### src/rtl/multicycle_adder.sv
// multicycle_adder: WIDTH-bit ripple adder, SLICE bits per cycle.
// Optional subtract mode enabled by defining MCADD_SUB_EN.
module multicycle_adder #(
  parameter int WIDTH = 32,
  parameter int SLICE = 8
) (
  input  logic             clk,
  input  logic             rst_n,
  input  logic             in_valid,
  output logic             in_ready,
  input  logic [WIDTH-1:0] a,
  input  logic [WIDTH-1:0] b,
  input  logic             ci,
`ifdef MCADD_SUB_EN
  input  logic             sub,
`endif
  output logic             out_valid,
  input  logic             out_ready,
  output logic [WIDTH-1:0] sum,
  output logic             co
);

  localparam int NS = WIDTH / SLICE;
  localparam int KW = (NS > 1) ? $clog2(NS) : 1;
  localparam logic [KW-1:0] K_LAST = KW'(NS - 1);

  generate
    if ((WIDTH % SLICE) != 0 || SLICE < 1) begin : g_bad_cfg
      $error("multicycle_adder: WIDTH must be a multiple of SLICE");
    end
  endgenerate

  typedef enum logic [1:0] {
    IDLE = 2'd0,
    BUSY = 2'd1,
    DONE = 2'd2
  } state_t;

  state_t state, state_nxt;

  logic [WIDTH-1:0] a_q;
  logic [WIDTH-1:0] b_q;
  logic [WIDTH-1:0] acc;
  logic [WIDTH-1:0] acc_nxt;
  logic             carry_q;
  logic [KW-1:0]    k;
  logic [SLICE:0]   slice_sum;
  logic             last;
  logic             take;
  logic [WIDTH-1:0] b_in;
  logic             c_in;

  assign in_ready  = (state == IDLE);
  assign out_valid = (state == DONE);
  assign take      = in_valid & in_ready;
  assign last      = (k == K_LAST);

`ifdef MCADD_SUB_EN
  // subtraction is a + ~b + ~borrow
  assign b_in = sub ? ~b : b;
  assign c_in = sub ? ~ci : ci;
`else
  assign b_in = b;
  assign c_in = ci;
`endif

  // state register
  always_ff @(posedge clk or negedge rst_n) begin
    if (!rst_n) state <= IDLE;
    else        state <= state_nxt;
  end

  // next-state decode
  always_comb begin
    state_nxt = state;
    unique case (state)
      IDLE:    if (take)      state_nxt = BUSY;
      BUSY:    if (last)      state_nxt = DONE;
      DONE:    if (out_ready) state_nxt = IDLE;
      default:                state_nxt = IDLE;
    endcase
  end

  // add the current slice with the held carry
  always_comb begin
    slice_sum = {1'b0, a_q[int'(k)*SLICE +: SLICE]}
              + {1'b0, b_q[int'(k)*SLICE +: SLICE]}
              + {{SLICE{1'b0}}, carry_q};
    acc_nxt = acc;
    acc_nxt[int'(k)*SLICE +: SLICE] = slice_sum[SLICE-1:0];
  end

  // operand capture and slice-by-slice accumulation
  always_ff @(posedge clk or negedge rst_n) begin
    if (!rst_n) begin
      a_q     <= '0;
      b_q     <= '0;
      acc     <= '0;
      carry_q <= 1'b0;
      k       <= '0;
    end else if (state == IDLE) begin
      if (take) begin
        a_q     <= a;
        b_q     <= b_in;
        carry_q <= c_in;
        k       <= '0;
      end
    end else if (state == BUSY) begin
      acc     <= acc_nxt;
      carry_q <= slice_sum[SLICE];
      k       <= last ? '0 : k + KW'(1);
    end
  end

  // result registers load only when entering DONE
  always_ff @(posedge clk or negedge rst_n) begin
    if (!rst_n) begin
      sum <= '0;
      co  <= 1'b0;
    end else if (state == BUSY && last) begin
      sum <= acc_nxt;
      co  <= slice_sum[SLICE];
    end
  end

endmodule

### config.mk
export PLATFORM = sky130hd
export DESIGN_NAME = multicycle_adder
export DESIGN_NICKNAME = d
export VERILOG_FILES = /design/src/rtl/multicycle_adder.sv
export SDC_FILE = /design/constraint.sdc
export NUM_CORES = 1
export LEC_CHECK = 0
export ABC_CLOCK_PERIOD_IN_PS = 3800
export CORE_MARGIN = 1.5
export CORE_UTILIZATION = 52
export CTS_CLUSTER_DIAMETER = 150
export DETAILED_ROUTE_END_ITERATION = 16
export PLACE_DENSITY = 0.86
export SETUP_SLACK_MARGIN = 0.4
export SLEW_MARGIN = 15
export SYNTH_ARGS = -nofsm -noshare
export SYNTH_HDL_FRONTEND = slang
export SYNTH_SLANG_ARGS = --single-unit
export TNS_END_PERCENT = 10
### constraint.sdc
create_clock -name clk -period 3.8 [get_ports clk]
set_input_delay 0.38 -clock clk [delete_from_list [all_inputs] [get_ports clk]]
set_output_delay 0.38 -clock clk [all_outputs]
set_load 0.1 [all_outputs]
==> impl_results.md <==
- DRT Pass-1 Iters: 4
- DR iter-0 viols: 254
- Worst-path clk slew: 0.06 ns
- Antenna diode count: 0
- CP most frequent cell: fa_1
- CP arrival: 3.42 ns
- Die H: 111.3 um
- CORE AREA: 11420 um^2
- Post-synth ARST share: 1.000
- Yosys warnings: 0
- WL/cell: 17.08 um
- Critical path's slowest cell: xor2_1
- Startpoint types: register
- Commonest non-fill, non-tap cell in the layout: nand2_1
- Min Tclk post-route: 3.162 ns
- Syn_area_per_cell: 9.971 um^2
- Cts hold-fix bufs: 0
- CP Cell Sequence: mux4_2 -> fa_1 -> inv_1 -> fa_1 -> nor2b_4 -> o21a_1 -> nor2_1 -> xor2_1 -> o21ai_0
- Worst Skew: 0.01099 ns
- Largest net degree at the start of global routing: 82
- Antenna-violating nets left: 0
- Post-synthesis sequential area ratio: 0.5495
- Synth Cell Area: 6102 um^2
- Layout net count: 796
- Port buffer count: 103
- Worst-Skew Late Latency: 0.42 ns
- RSZ-0062 raised after global routing: no
- Postcts setup bufs: 0
- Slew headroom: 0.2541
- Worst-Margin Slew: 1.115 ns
- Final worst-path cycle share: 0.8321
- RePlAce Congestion: 0.8914
- CTS Root Cell: clkbuf_16
- Final setup fails: 0
- Vias in the first global route: 5054
- Initial Utilization: 0.5344
- Max-slew violation count: 0
- FMAX: 316.3 MHz
- Non-Filler Instances: 867
- Vias/cell: 5.662
- Yosys cell types: 47
- Initial antenna violation count: 0
- Worst Hold Class: primary input to asynchronous set/reset pin
- Critical path class: register to register
- Routed wire length: 14810 um
- Status: finished, final reports clean
- Total die area: 12390 um^2
- Max Cap Viol: 0
- GRT overflow: 0
- CTS max path bufs: 2
- Critical Path Fanout Max: 8
- Commonest non-fill, non-tap cells in the layout: 225 x nand2_1, 134 x dfrtp_1, 102 x clkdlybuf4s50_1
- Rows: 39
- Reg2reg path depth: 9
- Cts bufs inserted: 17
- Setup TNS: 0 ns
- DIE WIDTH: 111.3 um
- Yosys reg bits: 134
- CTS tree: done
- Synth Instances: 612
- DRC: 0
- CP endpoint kind: register
- Clock Sink Count: 134
- Final hold violations: 0
- Main synth FF type: dfrtp_1
- H-Tree Depth: 4
- Worst path max stage delay: 0.57 ns
- Area growth syn-to-layout: 28.42%
- Share of cells above drive strength 1: 0.09807
- I/O Pins: 104
- GRT Total Usage: 0.2508
- Placed cells: 836
- Number of synthesized flops with an enable pin: 0
- CP required: 4.05 ns
- Detailed Place HPWL: 10170 um
- Vias: 4909
- First-pass GRT wire length: 24660 um
- Post-CTS Resized: 0
- Syn Nets: 696
==> worst max-delay path: cells and delay by family (launching register included) <==
kind	cells	cell delay [ns]
buffers and inverters	1	0.09
AO/OA/AOI/OAI	2	0.38
adder cells (fa/ha/maj)	2	0.71
AND/OR/NAND/NOR	2	0.17
flip-flops	1	0.51
multiplexers	1	0.56
XOR/XNOR	1	0.57
==> kinds of logic after synthesis <==
kind of cell	after synthesis	synth area share
fa+ha+maj	15	0.03322
flops	134	0.5495
compound gates	97	0.1132
buf+inv	41	0.02850
mux	16	0.05905
xor+xnor	4	0.006973
simple gates	305	0.2096
==> per-stage QoR <==
stage | area [um^2] | utilization | setup slack, ns | hold WS, ns
global route | 7836 | 0.6863 | 0.4074 | 0.2143
floorplan | 6102 | - | 0.6156 | 0.08441
CTS | 7826 | 0.6854 | 0.5542 | 0.1814
finish | 7836 | 0.6863 | 0.6381 | 0.1277
detailed placement | 7253 | 0.6352 | 0.5797 | 0.4605
global placement | 7253 | 0.6352 | 0.7183 | 0.4524
==> path summary, 6_finish.rpt <==
kind                                        to  slack, ns                from
min in group clk            a_q[7]$_DFFE_PN0P_       0.47  a_q[7]$_DFFE_PN0P_
max reg2reg                 acc[4]$_DFFE_PN0P_       0.64    k[0]$_DFFE_PN0P_
min                        acc[20]$_DFFE_PN0P_       0.13               rst_n
min reg2reg                 a_q[7]$_DFFE_PN0P_       0.47  a_q[7]$_DFFE_PN0P_
max                         acc[4]$_DFFE_PN0P_       0.64    k[0]$_DFFE_PN0P_
max in group asynchronous  b_q[26]$_DFFE_PN0P_       2.84               rst_n
==> final cells by class <==
class | count | area [um^2]
Clock buffer | 18 | 439.2
Clock inverter | 13 | 133.9
Fill cell | 817 | 3582
Inverter | 11 | 41.29
Multi-Input combinational cell | 437 | 2589
Sequential cell | 134 | 3353
Tap cell | 143 | 178.9
Timing Repair Buffer | 111 | 1101
==> flip-flops by register name, summed over array words and instances, names as in the netlist <==
name / cells
k: 2
state: 2
carry_q: 1
sum: 32
acc: 32
co: 1
a_q: 32
b_q: 32
==> metal layers <==
layer / global-route usage / vias to the layer above / wire length [um]
met3: 0.05796 / 34 / 743
li1: - / 2275 / -
met5: 0 / - / 0
met1: 0.3087 / 2427 / 6081
met4: 0.09620 / 0 / 386
met2: 0.4323 / 173 / 7595
==> synth_stat cells (all sizes together) (3+ instances only) <==
cell	n	share of area
mux4	16	0.059
inv	9	0.0055
a221oi	19	0.027
a21oi	18	0.015
nand2	227	0.14
o31ai	5	0.0084
nor2	48	0.030
and2	5	0.0051
dfrtp	134	0.55
ha	13	0.027
buf	18	0.014
a22o	16	0.023
o21ai	28	0.024
nand3	4	0.0033
and3	8	0.0082
clkbuf	12	0.0074
nor2b	3	0.0043
Power is left out: the tool's default activity adds up to more than one toggle a clock period on the data nets, which glitch-free logic cannot reach.
